[src/rtl/alu_arbiter.sv]
// alu_arbiter: round-robin sharing of one ALU between core and filter, with bounded filter lock
module alu_arbiter #(
  parameter int LOCK_MAX = 8
) (
  input  logic        clk,
  input  logic        rst,
  input  logic        c_valid,
  output logic        c_ready,
  input  logic [31:0] c_op1,
  input  logic [31:0] c_op2,
  input  logic [2:0]  c_func3,
  input  logic        c_instr30,
  input  logic [1:0]  c_alu_op,
  input  logic        f_valid,
  output logic        f_ready,
  input  logic        f_lock,
  input  logic [31:0] f_op1,
  input  logic [31:0] f_op2,
  input  logic [2:0]  f_func3,
  input  logic        f_instr30,
  input  logic [1:0]  f_alu_op,
  output logic [31:0] alu_op1,
  output logic [31:0] alu_op2,
  output logic [2:0]  alu_func3,
  output logic        alu_instr30,
  output logic [1:0]  alu_alu_op,
  input  logic [31:0] alu_result,
  output logic [31:0] rsp_data,
  output logic        c_rsp_valid,
  output logic        f_rsp_valid
);
  typedef enum logic [1:0] {ARB, LOCK, YIELD} state_t;
  state_t state, state_n;
  logic last_f;
  logic [7:0] lock_cnt, lock_cnt_n;
  logic c_xfer, f_xfer;
  // grants: round-robin in ARB, filter-only in LOCK, core-first in YIELD
  always_comb begin
    c_ready = !rst && c_valid && ((state == ARB && (!f_valid || last_f)) || state == YIELD);
    f_ready = !rst && f_valid && ((state == ARB && (!c_valid || !last_f)) || state == LOCK ||
                                  (state == YIELD && !c_valid));
  end
  assign c_xfer      = c_valid & c_ready;
  assign f_xfer      = f_valid & f_ready;
  assign alu_op1     = f_ready ? f_op1 : c_op1;
  assign alu_op2     = f_ready ? f_op2 : c_op2;
  assign alu_func3   = f_ready ? f_func3 : c_func3;
  assign alu_instr30 = f_ready ? f_instr30 : c_instr30;
  assign alu_alu_op  = f_ready ? f_alu_op : c_alu_op;
  // next state and lock counter; hitting the cap wins over a lock release
  always_comb begin
    state_n    = state;
    lock_cnt_n = lock_cnt;
    case (state)
      ARB: if (f_xfer && f_lock) begin
        state_n    = LOCK;
        lock_cnt_n = 8'd1;
      end
      LOCK: if (f_xfer && lock_cnt + 8'd1 == 8'(LOCK_MAX)) begin
        state_n    = YIELD;
        lock_cnt_n = '0;
      end else if (!f_lock) begin
        state_n    = ARB;
        lock_cnt_n = '0;
      end else lock_cnt_n = lock_cnt + 8'(f_xfer);
      default: state_n = ARB;
    endcase
  end
  // state, arbitration history and the registered response
  always_ff @(posedge clk) begin
    if (rst) begin
      state       <= ARB;
      last_f      <= 1'b1;
      lock_cnt    <= '0;
      rsp_data    <= '0;
      c_rsp_valid <= 1'b0;
      f_rsp_valid <= 1'b0;
    end else begin
      state       <= state_n;
      lock_cnt    <= lock_cnt_n;
      c_rsp_valid <= c_xfer;
      f_rsp_valid <= f_xfer;
      if (c_xfer || f_xfer) begin
        last_f   <= f_xfer;
        rsp_data <= alu_result;
      end
    end
  end
endmodule

[config.mk]
export PLATFORM = sky130hd
export DESIGN_NAME = alu_arbiter
export DESIGN_NICKNAME = d
export VERILOG_FILES = /design/src/rtl/alu_arbiter.sv
export SDC_FILE = /design/constraint.sdc
export NUM_CORES = 1
export LEC_CHECK = 0
export CORE_AREA = 2 2 109 111
export CTS_CLUSTER_SIZE = 8
export DETAILED_ROUTE_END_ITERATION = 16
export DIE_AREA = 0 0 111 113
export GPL_TIMING_DRIVEN = 0
export PLACE_DENSITY_LB_ADDON = 0.3
export REMOVE_ABC_BUFFERS = 1
export SYNTH_ARGS = -nofsm -noshare
export SYNTH_HDL_FRONTEND = slang
export SYNTH_SLANG_ARGS = --single-unit
[constraint.sdc]
create_clock -name clk -period 2.3 [get_ports clk]
set_input_delay 0.46 -clock clk [delete_from_list [all_inputs] [get_ports clk]]
set_output_delay 0.46 -clock clk [all_outputs]
set_load 0.03 [all_outputs]
; ---- Word-level counts from Yosys, hierarchy flattened
; Cells that the tools add are included.
[totals]
output_inout_bits = 106
in_bits = 177
register_bits = 45
wordCells = 51
[op_classes]
bitwise_logic = 2
n_eq_ne = 5
reduce_logical = 23
addsub = 2
muxes = 13
[op_table]
columns = op, n
row1 = 32-bit 2-to-1 mux, 2
row2 = 8-bit 2-to-1 mux, 3
row3 = 8-bit one-hot mux with 2 select lines, 1
row4 = 1-bit logical AND, 9
row5 = 8-bit by 1-bit adder with 8-bit output, 1
row6 = 8-bit by 1-bit adder with 8-bit output (second input constant), 1
row7 = 8-bit by 4-bit == test with 1-bit output (second input constant), 1
row8 = 2-bit 2-to-1 mux, 4
row9 = 1-bit logical OR, 6
row10 = 1-bit zero test, 4
row11 = 2-bit one-hot mux with 2 select lines, 1
row12 = 2-bit AND reduction, 2
row13 = 3-bit 2-to-1 mux, 1
row14 = 3-bit by 2-bit inequality test with 1-bit output (second input constant), 1
row15 = 1-bit bitwise AND, 2
row16 = 2-bit by 1-bit == test with 1-bit output (second input constant), 1
row17 = 2-bit == test (second input constant), 1
row18 = 2-bit zero test, 1
row19 = 2-bit by 1-bit inequality test with 1-bit output (second input constant), 1
row20 = 2-bit nonzero test, 1
row21 = 1-bit 2-to-1 mux, 1

; ---- Depth between registers and ports, before layout
[logic_depth]
depth_word = 11
depth_mapped = 12
ltp_nobuf = 10

; ---- Worst setup path before layout
; No wires, ideal clock.
[synth_path]
kind = input port to flip-flop
from = in f_valid
to = reg lock_cnt[4]
setup_slack_ns = 0.185
setup_ns = 0.124
required_ns = 2.176
path_stages = 10
t_arrival_ns = 1.991
cell_sequence = nor2b_1 -> nand2_1 -> inv_2 -> buf_2 -> ha_1 -> ha_1 -> nand3_1 -> and3_1 -> o21ai_1 -> o31ai_1
[synth_via]
elab_chain_cells = 7
elab_cells_between_ends = 11
cone_classes = add/sub (1) / eq/ne (1) / mux (3) / bitwise (1) / reduce/logical (5)
[synth_lines]
columns = element, line_no
row1 = from (decl), 14  ; input logic f_valid,
row2 = 1-bit logical AND (2 in series), 40  ; f_ready = !rst && f_valid && ((state == ARB && (!c_valid || !last_f)) || state == LOCK ||
row3 = 1-bit bitwise AND (*), 44  ; assign f_xfer = f_valid & f_ready;
row4 = via f_xfer, 36  ; logic c_xfer, f_xfer;
row5 = 8-bit by 1-bit adder with 8-bit output, 65  ; end else lock_cnt_n = lock_cnt + 8'(f_xfer);
row6 = 8-bit 2-to-1 mux, 62  ; end else if (!f_lock) begin
row7 = 8-bit 2-to-1 mux, 59  ; LOCK: if (f_xfer && lock_cnt + 8'd1 == 8'(LOCK_MAX)) begin
row8 = 8-bit one-hot mux with 2 select lines, 54  ; case (state)
row9 = to (signal assigned), 80  ; lock_cnt <= lock_cnt_n;
row10 = to (decl), 35  ; logic [7:0] lock_cnt, lock_cnt_n;
; Mark *: on every way through the listed nets, which the timed path passes. The rest lies on a longest branch.
; A chain may end at the register's enable or synchronous reset.

; ---- Worst setup path after layout
[layout_path]
from = reg last_f
to = out alu_op2[8]
[layout_via]
elab_chain_cells = 7
[layout_lines]
columns = element, line_no
row1 = from (decl), 34  ; logic last_f;
row2 = from (signal assigned), 84  ; last_f <= f_xfer;
row3 = 1-bit zero test, 40
row4 = 1-bit logical OR, 40
row5 = 1-bit logical AND, 40
row6 = 1-bit logical OR (2 in series), 40
row7 = 1-bit logical AND, 40
row8 = 32-bit 2-to-1 mux, 46  ; assign alu_op2 = f_ready ? f_op2 : c_op2;
row9 = to (decl), 23  ; output logic [31:0] alu_op2,
; No other way between the ends.

==> impl_metrics.yaml <==
run_status:
  outcome: "completed"
setup_path:
  worstPathRequired_ns: 1.84
  crit_slowest_cell: "dfxtp_2"
  crit_path_max_fanout: 6
  max_stage_delay_ns: 0.35
  crit_top_cell: "nand2_1"
  critical_path_arrival_ns: 1.78
  crit_type: "reg -> out"
  cp-end-kind: "primary output"
  critPathLaunchType: "flip-flop"
  crit_chain: "nor2b_4 > o22ai_4 > nand2_8 > buf_12 > buf_4 > nand2_1 > nand2_1 > buf_2"
  path_delay_family: "buffers and inverters"
  path_buf_inv: 3
routing:
  drt_iter0_drc: 190
  via_per_inst: 4.50
  drtPass1Iterations: 4
  dr_total_vias: 3814
  ant_nets: 0
  drc: 0
  wl_mm: 14.9
  avgRoutedWirePerCell_um: 17.6
yosys:
  yosysTopAreaCell: "dfxtp_1"
  yosysUniqueCellTypes: 36
  netlist_area_mm2: 0.00273
  ys_seq_area_share_pct: 33.0
  synth_top_area_share_pct: 33.0
  syn_area_per_cell_um2: 6.57
  synthCells: 416
  synth-seq-cells: 45
  ys_warn_count: 0
  netlist_top_cells_area: "dfxtp_1, nand2_1, mux2i_1"
timing:
  max_freq_mhz: 446
  hold_slack_ns: 0.484
  hold_viol: 0
  setup_ws_ns: 0.0579
  setup_violations: 0
  rsz0062_at_grt: "true"
  timing.final.crit_share_pct: 97.5
  slew_headroom_pct: 49.1
  setup_tns_ns: 0
  finalMaxSlewViolations: 0
  fin_skew_ns: 0.00283
  finalWorstPathRequiredPeriod_ns: 2.24
  tightest_slew_ns: 0.761
clock_tree:
  cts_tree: "built"
  clk_path_buf_depth: 2
  cts_root_buffer: "clkbuf_16"
  htree_levels: 2
  numCtsBuffers: 5
  worst_skew_pair.late_latency_ns: 0.28
  numClockSinks: 45
  path_clk_slew_ns: 0.06
final_layout:
  drive_above_1_share_pct: 18.6
  syn_to_final_growth_pct: 114
  final.fill_count: 1124
  layout.nets: 883
  diodes: 0
floorplan:
  die_h_um: 113
  die_x_um: 111
  io_pins: 283
  num_rows: 39
  die-area_mm2: 0.0125
  start_util_pct: 24.2
  core_area_mm2: 0.0113
power:
  static-leakage-power_nw: 2.78
  irDropWorstVdd_uv: 264
  report.power.total_w: 0.00284
  power.density_mw_per_mm2: 485
placement:
  numPortBuffers: 282
  place.gp.congestion: 0.901
  pre_cts_slack_ns: -3.39
  dp_hpwl_mm: 11.2
global_route:
  grt-ovfl-total: 0
  grt_pass1_wl_mm: 21.8
  grt_max_degree: 42
  track_usage_pct: 22.6
  grt_pass1_vias: 3799
  grt_antenna_before_repair: 0
flow_run:
  maxCapViolCount: 0
hold_path:
  hold_path.class: "in -> reg"
==> area by class of cell <==
cell class	count	area, um2	share of cell area, %
Clock buffer	6	139	2.38
Clock inverter	2	13.8	0.235
Inverter	5	45.0	0.771
Multi-Input combinational cell	346	1820	31.1
Sequential cell	45	906	15.5
Tap cell	143	179	3.06
Timing Repair Buffer	299	2710	46.3
Timing Repair inverter	2	36.3	0.621
==> cells in the final DEF, fill, tap and decap left out, types with 3 or more instances in the layout <==
cell,n
nand2_1,210
clkdlybuf4s50_1,207
buf_2,52
dfxtp_1,43
nor2_1,38
mux2i_1,34
buf_4,20
nand2_2,9
clkbuf_4,7
buf_6,6
nand3_1,5
clkbuf_16,5
a21oi_1,4
inv_2,3
nor3_1,3
xnor2_1,3
o21ai_1,3
clkbuf_2,3
==> where the power goes <==
part / leakage (nW) / switching [W] / internal, W / total, W
Sequential: 0.369 / 0.0000246 / 0.000824 / 0.000848
Combinational: 2.33 / 0.000686 / 0.000582 / 0.00127
Clock: 0.0768 / 0.000289 / 0.000432 / 0.000721
==> cells in the mapped netlist <==
master and count:
a311oi_2 1, nand4_1 1, nand2b_1 2, o211ai_1 1, o31ai_1 2, a211oi_1 1
buf_6 3, ha_1 2, a211oi_2 1, nand2_1 220, inv_2 4, inv_1 1
nand3_1 6, dfxtp_1 45, o22ai_2 1, and3_1 2, a21oi_4 1, a21boi_1 1
nor3_1 3, buf_2 16, mux2i_1 34, nor2b_1 3, nor2_1 38, nor4b_1 1
clkbuf_1 4, nand4b_1 2, o22a_1 1, nor4_1 2, xnor2_1 3, nor4_2 1
and2b_2 1, a31oi_1 2, a311oi_1 1, o21ai_1 3, o21ai_0 2, a21oi_1 4
==> logic make-up after synthesis <==
logic type               share of synthesized area, %
buffers and inverters                            5.40
flip-flops                                       33.0
multiplexers                                     12.5
AND/OR/NAND/NOR                                  41.1
AO/OA/AOI/OAI                                    6.18
XOR/XNOR                                        0.962
adder cells (fa/ha/maj)                         0.916
==> metal layers <==
| metal | wire length (um) | vias up | part of all wire, % | global-route usage, % |
|---|---|---|---|---|
| met5 | 0 | - | 0 | 0 |
| met4 | 266 | 0 | 1.8 | 5.00 |
| met3 | 1350 | 14 | 9.1 | 7.12 |
| met2 | 7390 | 168 | 50 | 40.4 |
| met1 | 5910 | 1733 | 40 | 26.6 |
| li1 | - | 1899 | - | - |
==> flip-flops by register name, summed over array words and instances (netlist names) <==
name         cells
last_f           1
state            2
f_rsp_valid      1
c_rsp_valid      1
lock_cnt         8
rsp_data        32
==> per-stage QoR <==
step / std cells / util, % / area [um2]
3_3_place_gp: 818 / 49.7 / 5610
4_1_cts: 846 / 50.9 / 5740
5_1_grt: 848 / 51.9 / 5850
6_report: 848 / 51.9 / 5850
3_5_place_dp: 819 / 49.9 / 5630
2_1_floorplan: 393 / - / 2600
==> final timing paths <==
| kind | cells after the start | to | from | slack (ns) |
|---|---|---|---|---|
| max | 8 | alu_op2[8] | last_f | 0.06 |
| min | 2 | c_rsp_valid | f_valid | 0.48 |
| max reg2reg | 10 | lock_cnt[5] | last_f | 0.19 |
| min reg2reg | 2 | rsp_data[22] | rsp_data[22] | 0.49 |
==> repair_timing <==
action                     CTS  global route
setup buffers               13             2
hold buffers                 0             0
resized for setup          392            43
pin swaps                    2             2
gates cloned                 6             0
setup endpoints to repair  116            90
Power figures use the tool's default switching activity.
